$ cat src/rtl/mem_arbiter.sv
// ---------------------------------------------------------------------------
// mem_arbiter
//
// Two-port arbiter and access sequencer for a single-port 256x16
// program/data memory. The instruction-fetch port (read-only) and the data
// port (read/write) each use a req/ack handshake. The arbiter turns a granted
// request into the memory's ce/rw/addr/reg_in sequence and captures the read
// word. Only one access is in flight at a time.
//
// Access sequence, with edge N being the IDLE edge that grants:
//   N   : load mem_addr/mem_rw/mem_wdata, raise mem_ce, busy high
//   N+1 : memory samples ce and performs the access; drop mem_ce
//   N+2 : capture mem_rdata, pulse the granted ack, busy low
// Back-to-back throughput is one access every three cycles.
//
// Configuration macro:
//   MEM_ARB_FIXED_PRIO_EN  defined   -> data port always wins a tie
//                          undefined -> round-robin on ties (default)
//
// Ports:
//   clk        system clock, all state on the rising edge
//   clr        synchronous active-low reset (shared with the memory)
//   if_req     fetch request, held until if_ack
//   if_addr    fetch address
//   if_ack     one-cycle fetch-complete pulse
//   if_data    fetched word, valid from if_ack until the next fetch ack
//   dm_req     data request, held until dm_ack
//   dm_rw      1 = read, 0 = write (same polarity as the memory rw)
//   dm_addr    data address
//   dm_wdata   write data
//   dm_ack     one-cycle data-complete pulse
//   dm_rdata   read word, updated only on a read ack
//   busy       high whenever the sequencer is not IDLE
//   mem_ce     memory chip enable
//   mem_rw     memory read/write select
//   mem_addr   memory address
//   mem_wdata  memory write data (reg_in)
//   mem_rdata  memory read data (reg_out)
// ---------------------------------------------------------------------------
module mem_arbiter #(
    parameter int ADDR_WIDTH = 8,
    parameter int DATA_WIDTH = 16
) (
    input  logic                  clk,
    input  logic                  clr,

    input  logic                  if_req,
    input  logic [ADDR_WIDTH-1:0] if_addr,
    output logic                  if_ack,
    output logic [DATA_WIDTH-1:0] if_data,

    input  logic                  dm_req,
    input  logic                  dm_rw,
    input  logic [ADDR_WIDTH-1:0] dm_addr,
    input  logic [DATA_WIDTH-1:0] dm_wdata,
    output logic                  dm_ack,
    output logic [DATA_WIDTH-1:0] dm_rdata,

    output logic                  busy,

    output logic                  mem_ce,
    output logic                  mem_rw,
    output logic [ADDR_WIDTH-1:0] mem_addr,
    output logic [DATA_WIDTH-1:0] mem_wdata,
    input  logic [DATA_WIDTH-1:0] mem_rdata
);

    typedef enum logic [1:0] {
        IDLE   = 2'd0,
        ACCESS = 2'd1,
        RESP   = 2'd2
    } state_e;

    // Port identifiers used for grant and last_grant bookkeeping.
    localparam logic PORT_IF = 1'b0;
    localparam logic PORT_DM = 1'b1;

    state_e                state_q,     state_d;
    logic                  mem_ce_q,    mem_ce_d;
    logic                  mem_rw_q,    mem_rw_d;
    logic [ADDR_WIDTH-1:0] mem_addr_q,  mem_addr_d;
    logic [DATA_WIDTH-1:0] mem_wdata_q, mem_wdata_d;
    logic                  if_ack_q,    if_ack_d;
    logic                  dm_ack_q,    dm_ack_d;
    logic [DATA_WIDTH-1:0] if_data_q,   if_data_d;
    logic [DATA_WIDTH-1:0] dm_rdata_q,  dm_rdata_d;
    logic                  busy_q,      busy_d;
    logic                  last_grant_q, last_grant_d;
    logic                  grant_q,     grant_d;

    // A port whose ack is high this cycle is still holding req from the
    // access just completed; ignoring it here stops a double grant.
    logic if_live;
    logic dm_live;
    logic pick_dm;

    assign if_live = if_req & ~if_ack_q;
    assign dm_live = dm_req & ~dm_ack_q;

`ifdef MEM_ARB_FIXED_PRIO_EN
    // Data port wins every tie; last_grant is tracked but not consulted.
    assign pick_dm = dm_live;
`else
    // Round-robin: on a tie, serve the port that was not served last.
    assign pick_dm = dm_live & (~if_live | (last_grant_q == PORT_IF));
`endif

    // Next-state and output logic.
    always_comb begin
        // NOTE: every signal written here gets a default first, so no path
        // leaves it unassigned and no latch is inferred.
        state_d      = state_q;
        mem_ce_d     = mem_ce_q;
        mem_rw_d     = mem_rw_q;
        mem_addr_d   = mem_addr_q;
        mem_wdata_d  = mem_wdata_q;
        if_ack_d     = 1'b0;
        dm_ack_d     = 1'b0;
        if_data_d    = if_data_q;
        dm_rdata_d   = dm_rdata_q;
        busy_d       = busy_q;
        last_grant_d = last_grant_q;
        grant_d      = grant_q;

        unique case (state_q)
            IDLE: begin
                busy_d = 1'b0;
                if (if_live || dm_live) begin
                    state_d  = ACCESS;
                    mem_ce_d = 1'b1;
                    busy_d   = 1'b1;
                    if (pick_dm) begin
                        grant_d     = PORT_DM;
                        mem_addr_d  = dm_addr;
                        mem_rw_d    = dm_rw;
                        mem_wdata_d = dm_wdata;
                    end else begin
                        // Fetches are always reads; write data is left as is.
                        grant_d    = PORT_IF;
                        mem_addr_d = if_addr;
                        mem_rw_d   = 1'b1;
                    end
                end
            end

            ACCESS: begin
                // The memory samples ce at the edge that leaves this state.
                state_d  = RESP;
                mem_ce_d = 1'b0;
                busy_d   = 1'b1;
            end

            RESP: begin
                // mem_rdata is valid only during this cycle; capture it now.
                state_d      = IDLE;
                busy_d       = 1'b0;
                last_grant_d = grant_q;
                if (grant_q == PORT_IF) begin
                    if_ack_d  = 1'b1;
                    if_data_d = mem_rdata;
                end else begin
                    dm_ack_d = 1'b1;
                    // A write completes without disturbing the last read word.
                    if (mem_rw_q) begin
                        dm_rdata_d = mem_rdata;
                    end
                end
            end

            default: begin
                state_d  = IDLE;
                mem_ce_d = 1'b0;
                busy_d   = 1'b0;
            end
        endcase
    end

    // State registers. A reset in ACCESS or RESP simply abandons the access:
    // no ack is produced and every output returns to its idle value.
    always_ff @(posedge clk) begin
        if (!clr) begin
            // NOTE: sequential state uses non-blocking assignments so every
            // flop samples the pre-edge value of every other flop.
            state_q      <= IDLE;
            mem_ce_q     <= 1'b0;
            mem_rw_q     <= 1'b1;
            mem_addr_q   <= '0;
            mem_wdata_q  <= '0;
            if_ack_q     <= 1'b0;
            dm_ack_q     <= 1'b0;
            if_data_q    <= '0;
            dm_rdata_q   <= '0;
            busy_q       <= 1'b0;
            last_grant_q <= PORT_DM;
            grant_q      <= PORT_IF;
        end else begin
            state_q      <= state_d;
            mem_ce_q     <= mem_ce_d;
            mem_rw_q     <= mem_rw_d;
            mem_addr_q   <= mem_addr_d;
            mem_wdata_q  <= mem_wdata_d;
            if_ack_q     <= if_ack_d;
            dm_ack_q     <= dm_ack_d;
            if_data_q    <= if_data_d;
            dm_rdata_q   <= dm_rdata_d;
            busy_q       <= busy_d;
            last_grant_q <= last_grant_d;
            grant_q      <= grant_d;
        end
    end

    assign mem_ce    = mem_ce_q;
    assign mem_rw    = mem_rw_q;
    assign mem_addr  = mem_addr_q;
    assign mem_wdata = mem_wdata_q;
    assign if_ack    = if_ack_q;
    assign dm_ack    = dm_ack_q;
    assign if_data   = if_data_q;
    assign dm_rdata  = dm_rdata_q;
    assign busy      = busy_q;

endmodule

$ cat config.mk
export PLATFORM = sky130hd
export DESIGN_NAME = mem_arbiter
export DESIGN_NICKNAME = d
export VERILOG_FILES = /design/src/rtl/mem_arbiter.sv
export SDC_FILE = /design/constraint.sdc
export NUM_CORES = 1
export LEC_CHECK = 0
export CAP_MARGIN = 10
export CORE_UTILIZATION = 37
export CTS_CLUSTER_SIZE = 24
export DETAILED_ROUTE_END_ITERATION = 8
export PLACE_DENSITY = 0.84
export SYNTH_ARGS = -nofsm -noshare
export SYNTH_HDL_FRONTEND = slang
export SYNTH_SLANG_ARGS = --single-unit
$ cat constraint.sdc
create_clock -name clk -period 1.29 [get_ports clk]
set_input_delay 0.387 -clock clk [delete_from_list [all_inputs] [get_ports clk]]
set_output_delay 0.387 -clock clk [all_outputs]
set_load 0.05 [all_outputs]
Word level (Yosys, flattened, before mapping). Index checks and enable logic that the tools add are counted.

Output and inout bits: 61. Word-level logic and storage cells: 44. Flip-flop bits (word level): 65. Input bits: 53.

Reductions and logical operators: 8. Bitwise gates (word level): 10. Mux-type cells: 11. Equality and inequality tests: 3.

Operators by type and width (count): $mux W8 (1); $reduce_and A2 Y1 (4); $mux W1 (6); $not A1 Y1 (6); $reduce_and A3 Y1 (2); $pmux W1 S2 (2); $pmux W2 S2 (1); $and A1 B1 Y1 (3); $eq A2 B1 Y1 const B (1); $eq A2 B2 Y1 const B (1); $logic_not A2 Y1 (1); $mux W2 (1); $ne A2 B2 Y1 const B (1); $logic_or A1 B1 Y1 (1); $or A1 B1 Y1 (1).

Logic depth before layout (Yosys ltp). Gate-level depths: netlist of run 1.

Depth in word-level cells: 6. Gate-level depth with buffers: 6. Gate-level depth less buffers: 4.

Least setup slack after synthesis of run 1. OpenSTA, ideal clock, no wires.

Path type: flip-flop to flip-flop. Start: register if_ack_q, in the netlist if_ack. End: register mem_addr_q[0], in the netlist mem_addr[0]. Arrival: 1.403 ns. Required time: 1.170 ns. Period minus slack after synthesis: 1.523 ns. Setup time: 0.120 ns. Cell stages (with the launch flop): 6. Path buffers: 1. Setup slack: -0.233 ns. Cells stage by stage: dfxtp_1 -> nand3b_1 -> nor2b_1 -> buf_2 -> mux2i_1 -> a21oi_1.

Longest elaborated chain between the ends: 6. Elaborated cells between the ends (all ways): 8. Classes of those cells: mux: 1; bitwise: 5; reduce/logical: 2.

Ends and longest elaborated chain: start, declared (line 83) `logic if_ack_q, if_ack_d;`; start signal, assigned (line 202) `if_ack_q <= if_ack_d;`; $not A1 Y1 * (line 97) `assign if_live = if_req & ~if_ack_q;`; $and A1 B1 Y1 * (line 97); $not A1 Y1 (line 105) `assign pick_dm = dm_live & (~if_live | (last_grant_q == PORT_IF));`; $or A1 B1 Y1 (line 105); $and A1 B1 Y1 (line 105); $mux W8 (line 132) `if (pick_dm) begin`; end signal, assigned (line 200) `mem_addr_q <= mem_addr_d;`; end, declared (line 81) `logic [ADDR_WIDTH-1:0] mem_addr_q, mem_addr_d;`.

Mark *: on every way between the ends. The rest lies on a longest branch, timed or not. A chain may end at the register's enable or synchronous reset.

Worst setup path in the final report of run 1.
Start: register if_ack_q, in the netlist if_ack. End: register mem_addr_q[3], in the netlist mem_addr[3].

Same word-level chain as after synthesis.

==> results of run 1 <==
==> cell usage after synthesis (2+ instances only) <==
master    instances  area share (%)
a21boi_2         10             4.4
nand2b_1          5             1.2
nand3_1          32             6.3
clkbuf_1          8             1.2
nand2_2           2            0.49
a21oi_1          10             2.0
mux2i_1           8             3.1
buf_4             3            0.88
o21ai_0           8             1.6
and2_1            3            0.74
dfxtp_1          65              51
nand3b_1          2            0.59
buf_6             4             1.8
buf_2             4            0.79
a21boi_0         22             6.5
nand2_1          83              12
==> cells in the final DEF, fill, tap and decap left out, types with 3 or more instances in the layout <==
master / n
nand2_1: 79
buf_12: 66
clkdlybuf4s50_1: 49
dfxtp_2: 42
nand3_1: 32
dfxtp_1: 18
a21boi_0: 17
a21boi_2: 11
a21oi_1: 10
clkbuf_8: 10
buf_4: 9
mux2i_1: 7
buf_6: 6
a21boi_1: 5
nand2_2: 5
dfxtp_4: 5
o21ai_0: 4
nand2b_4: 3
o21ai_1: 3
==> timing repair <==
action                     CTS  global route
pin swaps                    2             6
resized for setup            9            72
setup endpoints to repair   50            74
buffers inserted             1             5
gates cloned                 0             1
==> layout make-up <==
class | count | share of cell area [%]
repair buffers | 134 | 41.0
clock inverters | 4 | 0.517
clock buffers | 12 | 3.44
multi-input cells | 197 | 24.7
well taps | 77 | 1.99
flip-flops and latches | 65 | 28.4
==> logic make-up after synthesis <==
logic type      Yosys count  share of synthesized area, %
compound gates           53                          15.8
simple gates            136                          24.6
flops                    65                          51.1
mux                       8                          3.14
buf+inv                  20                          5.40
==> flip-flops by register name, summed over array words and instances (netlist names) <==
signal / flops
busy: 1
dm_ack: 1
dm_rdata: 16
grant_q: 1
if_ack: 1
if_data: 16
last_grant_q: 1
mem_addr: 8
mem_ce: 1
mem_rw: 1
mem_wdata: 16
state_q: 2
==> routing by layer <==
metal,vias to the layer above,track usage (%),wire length [um]
li1,1189,-,-
met1,1133,22.3,2960
met2,85,36.0,4000
met3,7,6.42,451
met4,0,8.78,70
met5,-,0,0
==> where the power goes <==
group | internal [uW] | switching [uW]
Clock | 861 | 757
Combinational | 680 | 619
Sequential | 2120 | 117
Total | 3660 | 1490
==> through the flow <==
stage	TNS, ps	total power (uW)	instance area (um2)	cells	setup WS [ps]
final	-139	5150	4840	489	-58.6
after global routing	-889	5360	4840	489	-94.3
after detailed placement	-12660	3500	4420	466	-518
after global placement	-11090	3470	4420	466	-434
after floorplan	0	2800	2580	282	1.72
after CTS	0	5140	4640	483	3.55
==> path summary, 6_finish.rpt <==
| path | endpoint | slack, ps | cells past startpoint |
|---|---|---|---|
| max | mem_addr[3] | -60 | 5 |
| min | state_q[1] | 430 | 2 |
| max reg2reg | mem_addr[3] | -60 | 5 |
| min reg2reg | mem_wdata[11] | 470 | 2 |
==> impl_metrics.yaml, run 1 <==
clock_network:
  clockBufferDepth: 2
  cts_tree: "done"
  cts_buffers: 9
  htreeDepth: 3
  clk_pin_slew_worst_paths_ps: 70
  clock_tree.root_cell: "clkbuf_8"
  clk_latency_ps: 330
  clock-sinks: 65
  ctsHoldBuffers: 0
sta:
  setup_violations: 6
  finalWorstSetupSlack_ps: -58.6
  relSlewSlack_pct: 81.9
  fin_crit_ps: 1350
  rsz0062_at_grt: "yes"
  fin_worst_skew_ps: 5.55
  finalCritPeriodShare_pct: 105
  hold_viol: 0
  drv_slew: 0
  hold_ws_ps: 433
  worst_slew_pin_slew_ps: 271
  fmax_mhz: 741
floorplanning:
  die_x_um: 85.0
  initial_core_util_pct: 39.2
  die-area_mm2: 0.00722
  core-area_mm2: 0.00649
  core.rowCount: 29
  fp.dieH_um: 85.0
  io_pins: 114
setup_path:
  path_max_fanout: 8
  startpoint_type: "flop"
  slowest_stage: "dfxtp_4"
  end_kind: "flop"
  r2r_start: "if_ack"
  crit_family: "flip-flops"
  setup.worst_path.start: "if_ack"
  path_class: "reg -> reg"
  worst-path-buf-inv: 1
  arrival_ps: 1560
  crit_chain: "nand3b_1 -> nor2b_4 -> buf_8 -> mux2i_2 -> a21oi_1"
  cp.required_ps: 1500
  crit_path_max_incr_delay_ps: 370
cells_and_area:
  register_area_mm2: 0.00137
  area_growth_pct: 89.8
  multi_input_area_mm2: 0.00119
  postLayoutCoreUtil_pct: 74.5
  num_antenna_cells: 0
  fin_nets: 460
  drive_gt1_share_pct: 42.7
  fillerInstances: 444
placement:
  place_congestion: 0.789
  io_buffers: 113
  place_hpwl_mm: 5.16
worst_hold_path:
  hold_start: "clr"
  hold_path.class: "in -> reg"
global_route:
  grt_pass1_vias: 2417
  grt_usage_pct: 20.3
  grt_max_degree: 41
  grt-ovfl-total: 0
  grt_antenna_before_repair: 0
  grt_pass1_wl_mm: 11.4
synthesis:
  syn-num-nets: 335
  yosysWarnings: 0
  yosys_most_used_dff: "dfxtp_1"
  syn_avg_cell_area_um2: 9.04
  async_flop_share_pct: 0
  synth-seq-cells: 65
  synth_area_mm2: 0.00255
  synth_edf_count: 0
  ys_seq_area_share_pct: 51.1
  ys_types: 29
  netlist_instances: 282
routing:
  vias_per_cell: 4.94
  dr.pass1.iters: 4
  drt-wirelength-per-cell_um: 15.3
  drc: 0
  drt_wl_total_mm: 7.48
  drtAntennaViolNets: 0
  drt_iter0_drc: 41
  dr_total_vias: 2414
status:
  run_status: "finished with violations"
  violations: "negative setup slack"
pwr:
  power_density_mw_per_mm2: 1070
  leakagePower_uw: 0.00190
  peakVddDrop_mv: 0.751
job:
  drv_cap: 0
No activity file was read; power rests on OpenSTA's default activity.
==> inputs of run 2 (changes only) <==
Settings changed: CORE_UTILIZATION 37 to 39, CTS_BUF_LIST set to sky130_fd_sc_hd__clkbuf_8, PLACE_DENSITY 0.84 to 0.88.
==> impl_metrics.yaml, run 2 (synthesized netlist as in run 1, its figures left out) <==
status:
  run_status: "finished with violations"
  violations: "negative setup slack"
setup_path:
  r2r_start: "if_ack"
  startpoint_type: "flop"
  end_kind: "flop"
  arrival_ps: 1520
  timing.rr.end: "mem_wdata[8]"
  path_max_fanout: 8
  path_class: "reg -> reg"
  reg2reg_depth: 6
  cp.required_ps: 1500
  rrSetupSlack_ps: -20
floorplanning:
  die-area_mm2: 0.00686
  core-area_mm2: 0.00631
  die_x_um: 82.8
  core.rowCount: 29
  initial_core_util_pct: 40.4
  io_pins: 114
  fp.dieH_um: 82.8
placement:
  place_congestion: 0.745
  placed_cell_area_mm2: 0.00445
  place_hpwl_mm: 5.19
  io_buffers: 113
cells_and_area:
  fin_nets: 460
  num_antenna_cells: 0
  final_common_cell: "nand2_1"
  stdcell_area_mm2: 0.00490
  mostFrequentLayoutCells: "nand2_1, buf_12, clkdlybuf4s50_1, dfxtp_1, a21boi_0"
  drive_gt1_share_pct: 39.3
  fillerInstances: 394
  area_growth_pct: 92.4
clock_network:
  htreeDepth: 3
  clock_tree.root_cell: "clkbuf_8"
  clk_pin_slew_worst_paths_ps: 80
  clockBufferDepth: 2
  cts_tree: "done"
  cts_buffers: 9
  clk_latency_ps: 330
  clock-sinks: 65
sta:
  rsz0062_at_grt: "yes"
  finalCritPeriodShare_pct: 102
  fin_worst_skew_ps: 9.75
  finalWorstSetupSlack_ps: -19.4
  fin_crit_ps: 1310
  worst_slew_pin_slew_ps: 380
  fin_tns_setup_ps: -21.5
  fmax_mhz: 764
  relSlewSlack_pct: 74.6
  hold_viol: 0
  drv_slew: 0
  setup_violations: 3
global_route:
  grt_antenna_before_repair: 0
  grt_pass1_vias: 2485
  grt_pass1_wl_mm: 11.6
  grt-ovfl-total: 0
  grt_max_degree: 34
  grt_usage_pct: 21.2
pwr:
  p_comb_share_pct: 24.8
  switching_power_uw: 1520
  peakVddDrop_mv: 0.872
  pwr-share-seq_pct: 41.4
  internal_power_uw: 3850
  clkPwrFrac_pct: 33.8
  power_density_mw_per_mm2: 1090
  switching_share_pct: 28.3
  leakagePower_uw: 0.00189
routing:
  drt_wl_total_mm: 7.56
  drc: 0
  drt-wirelength-per-cell_um: 15.5
  vias_per_cell: 4.99
  drtAntennaViolNets: 0
  dr.pass1.iters: 4
  drt_iter0_drc: 75
  dr_total_vias: 2439
worst_hold_path:
  hold_depth: 2
  hold_path.class: "in -> reg"
  hold_end: "last_grant_q"
  hold_start: "clr"
job:
  drv_cap: 0
[run 2: power groups by stage]
stage,clock network [uW],registers (uW),logic (uW)
after floorplan,0,2530,266
after global placement,0,2260,1210
after detailed placement,0,2260,1230
after CTS,1840,2220,1260
after global routing,1970,2230,1390
final,1810,2220,1330
[run 2: through the flow]
stage / setup slack (ps) / hold WS, ps / total power [uW] / util [%] / cells
after global routing: -80.2 / 442 / 5590 / 77.7 / 489
after floorplan: 1.72 / 436 / 2800 / - / 282
after detailed placement: -534 / 480 / 3500 / 70.4 / 464
after CTS: -10.5 / 407 / 5320 / 74.6 / 483
after global placement: -447 / 450 / 3470 / 70.4 / 464
final: -19.4 / 444 / 5370 / 77.7 / 489
[run 2: final cells by class]
class / instances / area [um2] / share of cell area, %
flip-flops and latches: 65 / 1340 / 27.3
clock inverters: 4 / 50.0 / 1.02
clock buffers: 12 / 165 / 3.37
repair buffers: 133 / 2000 / 40.7
multi-input cells: 198 / 1260 / 25.7
well taps: 77 / 96.3 / 1.96
[run 2: routing by layer]
layer	global-route usage, %	vias to the layer above	wire, um
li1	-	1189	-
met1	23.2	1160	2910
met2	38.8	84	4150
met3	5.37	6	419
met4	8.31	0	83
met5	0	-	0
[run 2: timing repair]
| action | in CTS | in global routing |
|---|---|---|
| hold endpoints to repair | 0 | 0 |
| setup endpoints to repair | 29 | 72 |
| hold buffers | 0 | 0 |
| gates cloned | 1 | 1 |
| pin swaps | 4 | 36 |
| gates resized for setup | 11 | 42 |
| buffers inserted | 2 | 5 |
[run 2: critical path, stage by stage (launching register included)]
cell and delay (ps):
dfxtp_4 360, nand3b_1 190, buf_4 170, and2_4 180, clkbuf_16 170, nand3_2 60
nand2_1 60
[run 2: worst max-delay path by stage]
stage,from,to,cells after the start
6_report,if_ack,mem_wdata[8],6
5_1_grt,if_ack,mem_addr[5],5
4_1_cts,state_q[0],dm_rdata[2],5
3_5_place_dp,dm_req,mem_wdata[4],6
3_3_place_gp,if_req,mem_addr[0],6
2_1_floorplan,dm_ack,mem_addr[6],5
